**src/rtl/conv_stream_tx.sv**
```systemverilog
// ---------------------------------------------------------------------------
// conv_stream_tx
//
// Transmit side of the conv-to-pooling interface. The convolution engine
// fills a LEN x LEN feature-map buffer through a simple write port. On start,
// the whole map is streamed in raster order, one word per cycle, on conv_out
// qualified by en_reg. The block then raises en_pooling and holds it until
// the pooling stage answers with done_pooling. A one-cycle done pulse closes
// the transaction.
//
// Optional feature (macro POOL_WDOG_EN):
//   A watchdog counts cycles spent waiting in POOL. If done_pooling has not
//   arrived within WDOG_CYCLES cycles, the transaction is abandoned:
//   en_pooling drops, wdog_err pulses for one cycle, done stays low and the
//   block returns straight to IDLE. The wdog_err port exists only when the
//   macro is defined.
//
// Parameters:
//   LEN          feature-map side length (buffer holds LEN*LEN words)
//   DW           data width of wr_data / conv_out
//   AW           buffer address width, 2**AW >= LEN*LEN
//   WDOG_CYCLES  POOL timeout in cycles (POOL_WDOG_EN builds only)
//
// Ports:
//   clk           clock, all logic on the rising edge
//   reset         synchronous active-high reset
//   wr_en         buffer write strobe (honoured only in IDLE)
//   wr_addr       raster write address row*LEN+col
//   wr_data       buffer write data
//   start         request to stream the buffered map (IDLE only)
//   done_pooling  completion flag returned by the pooling stage
//   en_reg        conv_out valid, one sample per cycle during the stream
//   conv_out      streamed sample (registered)
//   en_pooling    pooling enable, high while waiting for done_pooling
//   busy          high from start acceptance until return to IDLE
//   wdog_err      one-cycle POOL timeout pulse (POOL_WDOG_EN only)
//   done          one-cycle completion pulse
// ---------------------------------------------------------------------------
module conv_stream_tx #(
  parameter int LEN         = 8,
  parameter int DW          = 16,
  parameter int AW          = 6,
  parameter int WDOG_CYCLES = 1024
) (
  input  logic          clk,
  input  logic          reset,
  input  logic          wr_en,
  input  logic [AW-1:0] wr_addr,
  input  logic [DW-1:0] wr_data,
  input  logic          start,
  input  logic          done_pooling,
  output logic          en_reg,
  output logic [DW-1:0] conv_out,
  output logic          en_pooling,
  output logic          busy,
`ifdef POOL_WDOG_EN
  output logic          wdog_err,
`endif
  output logic          done
);

  localparam int DEPTH = LEN * LEN;

  // The index runs one bit wider than the address so that it can reach
  // DEPTH itself, which is the "stream finished" marker.
  localparam logic [AW:0] DEPTH_IDX = (AW + 1)'(DEPTH);
  localparam logic [AW:0] IDX_ONE   = (AW + 1)'(1);
  localparam logic [AW:0] IDX_ZERO  = '0;

  // Elaboration-time sanity checks on the configuration.
  if ((2 ** AW) < DEPTH) begin : g_bad_aw
    $error("conv_stream_tx: AW too small for LEN*LEN words");
  end
  if (WDOG_CYCLES < 1) begin : g_bad_wdog
    $error("conv_stream_tx: WDOG_CYCLES must be at least 1");
  end

  typedef enum logic [1:0] {
    S_IDLE,
    S_STREAM,
    S_POOL,
    S_DONE
  } state_t;

  state_t        state_q, state_d;
  logic [AW:0]   idx_q, idx_d;
  logic          en_reg_q, en_reg_d;
  logic [DW-1:0] conv_out_q, conv_out_d;
  logic          en_pool_q, en_pool_d;
  logic          busy_q, busy_d;
  logic          done_q, done_d;

`ifdef POOL_WDOG_EN
  localparam int WW = (WDOG_CYCLES > 1) ? $clog2(WDOG_CYCLES) : 1;
  localparam logic [WW-1:0] WDOG_LAST = WW'(WDOG_CYCLES - 1);
  localparam logic [WW-1:0] WDOG_ONE  = WW'(1);

  logic [WW-1:0] wcnt_q, wcnt_d;
  logic          wdog_err_q, wdog_err_d;
`endif

  // Feature-map buffer. It is not reset: contents survive reset and are
  // only changed by writes accepted while IDLE, which keeps the map stable
  // for the whole duration of a stream.
  logic [DW-1:0] mem_q [DEPTH];
  logic          wr_ok;
  logic [DW-1:0] rd_data;

  assign wr_ok   = !reset && (state_q == S_IDLE) && wr_en &&
                   ({1'b0, wr_addr} < DEPTH_IDX);
  assign rd_data = mem_q[idx_q[AW-1:0]];

  always_ff @(posedge clk) begin
    if (wr_ok) begin
      mem_q[wr_addr] <= wr_data;
    end
  end

  // Next-state and output logic. en_reg and done are pulses and default
  // low every cycle; the remaining outputs hold unless a transition changes
  // them. conv_out keeps the last sample once the stream ends.
  always_comb begin
    state_d    = state_q;
    idx_d      = idx_q;
    en_reg_d   = 1'b0;
    conv_out_d = conv_out_q;
    en_pool_d  = en_pool_q;
    busy_d     = busy_q;
    done_d     = 1'b0;
`ifdef POOL_WDOG_EN
    wcnt_d     = wcnt_q;
    wdog_err_d = 1'b0;
`endif

    unique case (state_q)
      S_IDLE: begin
        if (start) begin
          state_d = S_STREAM;
          busy_d  = 1'b1;
          idx_d   = IDX_ZERO;
        end
      end

      S_STREAM: begin
        // One sample per edge while idx is below DEPTH; the edge that finds
        // idx == DEPTH drops en_reg and raises en_pooling together, so the
        // two are never high at the same time.
        if (idx_q == DEPTH_IDX) begin
          state_d   = S_POOL;
          en_pool_d = 1'b1;
`ifdef POOL_WDOG_EN
          wcnt_d    = '0;
`endif
        end else begin
          en_reg_d   = 1'b1;
          conv_out_d = rd_data;
          idx_d      = idx_q + IDX_ONE;
        end
      end

      S_POOL: begin
        if (done_pooling) begin
          state_d   = S_DONE;
          en_pool_d = 1'b0;
          done_d    = 1'b1;
        end
`ifdef POOL_WDOG_EN
        else if (wcnt_q == WDOG_LAST) begin
          // Pooling never answered: abandon without a done pulse.
          state_d    = S_IDLE;
          en_pool_d  = 1'b0;
          busy_d     = 1'b0;
          wdog_err_d = 1'b1;
        end else begin
          wcnt_d = wcnt_q + WDOG_ONE;
        end
`endif
      end

      S_DONE: begin
        state_d = S_IDLE;
        busy_d  = 1'b0;
      end

      default: begin
        state_d = S_IDLE;
      end
    endcase
  end

  // State and output registers. Reset aborts any stream or pooling wait on
  // the spot; done is cleared, so an aborted run never reports completion.
  always_ff @(posedge clk) begin
    if (reset) begin
      state_q    <= S_IDLE;
      idx_q      <= '0;
      en_reg_q   <= 1'b0;
      conv_out_q <= '0;
      en_pool_q  <= 1'b0;
      busy_q     <= 1'b0;
      done_q     <= 1'b0;
`ifdef POOL_WDOG_EN
      wcnt_q     <= '0;
      wdog_err_q <= 1'b0;
`endif
    end else begin
      state_q    <= state_d;
      idx_q      <= idx_d;
      en_reg_q   <= en_reg_d;
      conv_out_q <= conv_out_d;
      en_pool_q  <= en_pool_d;
      busy_q     <= busy_d;
      done_q     <= done_d;
`ifdef POOL_WDOG_EN
      wcnt_q     <= wcnt_d;
      wdog_err_q <= wdog_err_d;
`endif
    end
  end

  assign en_reg     = en_reg_q;
  assign conv_out   = conv_out_q;
  assign en_pooling = en_pool_q;
  assign busy       = busy_q;
  assign done       = done_q;
`ifdef POOL_WDOG_EN
  assign wdog_err   = wdog_err_q;
`endif

endmodule

```
**config.mk**
```make
export PLATFORM = sky130hd
export DESIGN_NAME = conv_stream_tx
export DESIGN_NICKNAME = d
export VERILOG_FILES = /design/src/rtl/conv_stream_tx.sv
export SDC_FILE = /design/constraint.sdc
export NUM_CORES = 1
export LEC_CHECK = 0
export ABC_AREA = 0
export CORE_MARGIN = 2
export CORE_UTILIZATION = 50
export DETAILED_ROUTE_END_ITERATION = 7
export PLACE_DENSITY_LB_ADDON = 0.2
export REMOVE_ABC_BUFFERS = 1
export SYNTH_ARGS = -nofsm -noshare
export SYNTH_HDL_FRONTEND = slang
export SYNTH_SLANG_ARGS = --single-unit
```
**constraint.sdc**
```tcl
create_clock -name clk -period 2.9 [get_ports clk]
set_input_delay 0.435 -clock clk [delete_from_list [all_inputs] [get_ports clk]]
set_output_delay 0.435 -clock clk [all_outputs]
set_load 0.1 [all_outputs]
```
**Yosys cells after proc, flatten, opt, wreduce, memory -nomap -nowiden**

Memory sizes are Yosys's and may differ from the RTL's. A register that Yosys moved wholly into a read port is not among the register bits.
Cells that the tools add are included.

- Reductions and logical operators: 14
- $add $sub $neg: 1
- Bitwise operators: 3
- Equal/unequal tests: 8
- Multiplexer cells: 16

Operators with widths:

| kind | number |
|---|---|
| $mux W7 | 2 |
| $pmux W7 S2 | 1 |
| $reduce_and A3 Y1 | 3 |
| $ne A2 B2 Y1 const B | 4 |
| $pmux W2 S4 | 1 |
| $add A7 B1 Y7 const B | 1 |
| $eq A7 B7 Y1 const B | 1 |
| $mux W1 | 7 |
| $mux W2 | 3 |
| $reduce_bool A2 Y1 | 3 |
| $eq A2 B2 Y1 const B | 2 |
| $pmux W1 S2 | 2 |
| $reduce_and A2 Y1 | 2 |
| $reduce_or A2 Y1 | 2 |
| $not A1 Y1 | 3 |
| $eq A2 B1 Y1 const B | 1 |
| $logic_and A1 B1 Y1 | 2 |
| $logic_not A2 Y1 | 1 |
| $logic_not A1 Y1 | 1 |

- Memory bits (writable): 1024
- Word-level logic and storage cells: 49
- Memories kept: 1
- Flip-flop bits (word level): 13
- Input port bits: 27
- Output and inout bits: 20

Memory list:

| name | words | bits a word | rd ports | clocked after Yosys merged registers in | wr ports | line | source |
|---|---|---|---|---|---|---|---|
| mem_q | 64 | 16 | 1 | 1 | 1 | 105 | `logic [DW-1:0] mem_q [DEPTH];` |

**Longest topological paths before layout**

Gate-level depths: netlist of the first run.

- Depth in word-level cells: 5
- Depth in mapped cells: 12
- Mapped depth without buffers: 7

**Worst setup path before layout of the first run**

No wires, ideal clock.

- Path kind: input port to flip-flop
- Start point: in reset
- End point: mem mem_q[53][0], enable pin
- Path buffers: 1
- Arrival time: 2095 ps
- Required time: 2511 ps
- Cell stages on the path: 4
- Setup time: 389 ps
- Slack: 417 ps
- Cell sequence: clkbuf_1 > nor4bb_1 > nand3_1 > nor2_1

- Longest elaborated chain between the ends: 5

Ends and longest elaborated chain:

| item | line | source |
|---|---|---|
| from (decl) | 46 | `input logic reset,` |
| $logic_not A1 Y1 | 109 | `assign wr_ok = !reset && (state_q == S_IDLE) && wr_en &&` |
| $logic_and A1 B1 Y1 (2 in series) | 109 |  |
| $mux W1 | 114 | `if (wr_ok) begin` |
| $mux W1 (not written as such) | 115 | `mem_q[wr_addr] <= wr_data;` |
| to (decl) | 105 |  |

No other way between the ends.

**Worst setup path after layout of the first run**

- Start point: reg idx_q[2]
- End point: reg conv_out_q[13] (netlist: conv_out[13]) (read register of mem_q)

- Longest elaborated chain between the ends: 3

Ends and longest elaborated chain:

| item | line | source |
|---|---|---|
| from (decl) | 86 | `logic [AW:0] idx_q, idx_d;` |
| from (signal assigned) | 208 | `idx_q <= idx_d;` |
| $eq A7 B7 Y1 | 148 | `if (idx_q == DEPTH_IDX) begin` |
| $not A1 Y1 (no source line) | n/a |  |
| $reduce_and A2 Y1 (no source line) | n/a |  |
| to (decl) | 88 | `logic [DW-1:0] conv_out_q, conv_out_d;` |

Parallel ways exist; a longest one is shown, timed or not.
A chain may end at the register's enable or synchronous reset.

==> reports/qor.yml, run 1 <==
status:
  outcome: "finished, final reports clean"
place:
  place_congestion: 0.894
  io_buffers: 46
  hpwl_um: 65100
  post_dp_cell_area_um2: 43900
setup_path:
  critPathLaunchType: "register"
  critPathCaptureType: "register"
  ff2ff_setup_slack_ns: 0.16
  crit_buf_inv: 2
  crit_required_ns: 3.43
  arrival_ns: 3.27
  path_class: "reg -> reg"
  slowest_stage: "dfxtp_4"
  rr_startpoint: "idx_q[2]"
  path_max_fanout: 36
  slowest_delay_ns: 0.80
  cpLargestDelayFamily: "simple AND/OR/NAND/NOR gates"
  path_cells: "buf_4 -> nor2b_1 -> buf_4 -> a22oi_1 -> nand3_1 -> and3_1 -> a311oi_1"
  rr_endpoint: "conv_out[13]"
  path_common_cell: "buf_4"
  reg2reg_depth: 7
die:
  io-pin-count: 47
  die_area_um2: 84200
  core-area_um2: 80800
  initial_utilization_pct: 50.7
  fp.dieH_um: 290
  die_w_um: 290
  rows: 104
power:
  peakVddDrop_mv: 0.421
  combPwrFrac_pct: 12.1
  clkPwrFrac_pct: 39.1
  power_frac_seq_pct: 48.7
  p_per_area_nw_per_um2: 738
  p_switching_mw: 8.52
  p_sw_share_pct: 24.4
  p_int_mw: 26.5
  p_leak_nw: 14.9
sta:
  setup_viol: 0
  min_period_ns: 2.74
  holdWs_ns: 0.220
  max_slew_margin_pct: 37.4
  fin_crit_sh_pct: 94.6
  slew_viol_final: 0
  final.setup_skew_ns: 0.0302
  max_freq_mhz: 365
  grt_setup_unrepaired: "false"
  hold_violations: 0
  worstMarginPinSlew_ns: 0.936
yosys:
  synthDistinctLibCells: 63
  synthCells: 2035
  synth_ff_type: "edfxtp_1"
  synth.most_common_cell: "edfxtp_1"
  synth_edf_count: 1024
  synth_top_area_cell: "edfxtp_1"
  yosysTopAreaCellShare_pct: 75.1
  seq_area_frac_synth_pct: 76.5
  ys_ff_latch: 1053
  synth.avg_cell_area_um2: 20.1
  syn_area_um2: 41000
  synth.area.top_cells: "edfxtp_1 (75%), mux4_2 (11%), mux2i_1 (1.7%)"
  yosys_warnings: 0
  async_reset_ff_share_pct: 0
  synth_common_cells: "edfxtp_1 (1024), mux4_2 (200), nand2_1 (119)"
cts:
  cts_hold_buffers: 0
  cts_tree: "yes"
  cts_max_path_buffers: 3
  clkSinkCount: 1053
  cts-root-buf: "clkbuf_16"
  clock_latency_ns: 0.67
  htreeDepth: 3
  clk_pin_slew_worst_paths_ns: 0.06
  cts.repair.resized: 0
  cts_buffers: 104
  post-cts-setup-buffer-count: 0
cells_and_area:
  fillers: 5785
  multi_input_area_um2: 8750
  area_growth_pct: 15.7
  fin_nets: 2301
  largest_register: "mem_q"
  ff_latch_area_um2: 31300
  largest_reg_flops: 1024
  fin_area_um2: 47400
  layout-drive-gt1-share_pct: 26.6
grt:
  grt_max_degree: 65
  antenna_found_initial: 2
  first_global_vias: 20809
  grt_usage_pct: 24.8
  grt_pass1_wl_um: 150000
  grt_overflow: 0
job:
  maxCapViolCount: 0
detailed_routing:
  wire_per_inst_um: 30.4
  drtIter0Drc: 2853
  post_drt_via_cell_ratio: 6.20
  wirelength_um: 104000
  drtAntennaViolNets: 0
  drtPass1Iterations: 5
  vias: 21169
  drc_errors: 0
min_path:
  min_from: "wr_data[12]"
  min_path_type: "in -> reg"
  worstHoldPathCells: 1
  min_to: "mem_q[61][12]"
worst register-to-register path, stage by stage (launching register included):
cell and delay, ns:
dfxtp_4 0.80, buf_4 0.49, nor2b_1 0.44, buf_4 0.23, a22oi_1 0.12, nand3_1 0.16
and3_1 0.27, a311oi_1 0.11
stage by stage:
step / worst slack, ns / power, mW / utilization (%) / setup TNS (ns) / std cells
floorplan: -10.52 / 19.9 / - / -279.09 / 1923
global placement: 0.112 / 21.5 / 54.4 / 0 / 3221
detailed placement: 0.0957 / 21.6 / 54.4 / 0 / 3221
CTS: 0.197 / 35.2 / 58.6 / 0 / 3413
global route: 0.112 / 36.0 / 58.6 / 0 / 3413
finish: 0.158 / 35.0 / 58.7 / 0 / 3414
cells in the final DEF, fill, tap and decap left out, types with 16 or more instances in the layout:
cell type	Yosys	final
mux2i_1	68	68
dfxtp_1	29	25
a211oi_1	27	27
nor2_1	111	111
clkbuf_16	0	107
clkinv_2	0	19
nor2b_1	25	25
buf_4	25	158
mux4_2	200	200
buf_2	29	16
clkinv_1	0	20
o22ai_1	30	30
a21oi_1	60	60
nand2_1	119	119
a22oi_1	31	31
clkbuf_1	28	21
nand3_1	20	20
buf_12	4	54
edfxtp_1	1024	1024
mux2_2	24	24
worst max path at each step:
stage / startpoint / end / slack, ns / depth (start not counted)
after floorplan: idx_q[0] / conv_out[7] / -10.52 / 7
after global placement: wr_addr[5] / mem_q[10][3] / 0.11 / 4
after detailed placement: wr_addr[5] / mem_q[11][7] / 0.1 / 4
after CTS: idx_q[2] / conv_out[13] / 0.20 / 7
after global routing: idx_q[0] / conv_out[10] / 0.11 / 8
final: idx_q[2] / conv_out[13] / 0.16 / 7
power by group through the flow:
| stage | clock network, mW | logic (mW) | registers [mW] |
|---|---|---|---|
| after global routing | 14.5 | 4.45 | 17.0 |
| final | 13.7 | 4.24 | 17.0 |
| after global placement | 0 | 4.19 | 17.4 |
| after detailed placement | 0 | 4.24 | 17.4 |
| after floorplan | 0 | 1.73 | 18.2 |
| after CTS | 13.9 | 4.25 | 17.0 |
logic make-up (layout without fill, tap and decap cells):
logic type	Yosys count	after routing	synth area share, %
AND/OR/NAND/NOR	333	333	3.72
AO/OA/AOI/OAI	209	209	3.50
other	0	1	0
flip-flops	1053	1053	76.5
multiplexers	300	300	13.8
buffers and inverters	128	446	2.13
XOR/XNOR	5	5	0.107
adder cells (fa/ha/maj)	7	7	0.214
final cells by class:
class,count,area share [%]
sequential,1053,66.1
multi-input combinational,854,18.5
clock buffer,129,5.84
timing repair buffer,238,5.16
tap,1060,2.80
clock inverter,63,1.46
inverter,16,0.127
antenna,1,0.00528
per-layer routing:
metal / global-route usage, % / vias to the layer above / part of all wire, %
li1: - / 8805 / -
met1: 37.6 / 11136 / 42
met2: 38.0 / 1072 / 47
met3: 3.79 / 152 / 8.7
met4: 6.68 / 4 / 2.3
met5: 0 / - / 0.028
Note: power is estimated with default switching activity, not from simulation.
==> run 2: changes to the inputs <==
--- a/config.mk
+++ b/config.mk
@@ -6,6 +6,7 @@
 export NUM_CORES = 1
 export LEC_CHECK = 0
 export ABC_AREA = 0
+export CAP_MARGIN = 10
 export CORE_MARGIN = 2
 export CORE_UTILIZATION = 50
 export DETAILED_ROUTE_END_ITERATION = 7
==> results of run 2 <==
The final DEF is identical to that of run 1; final timing and power are the same.
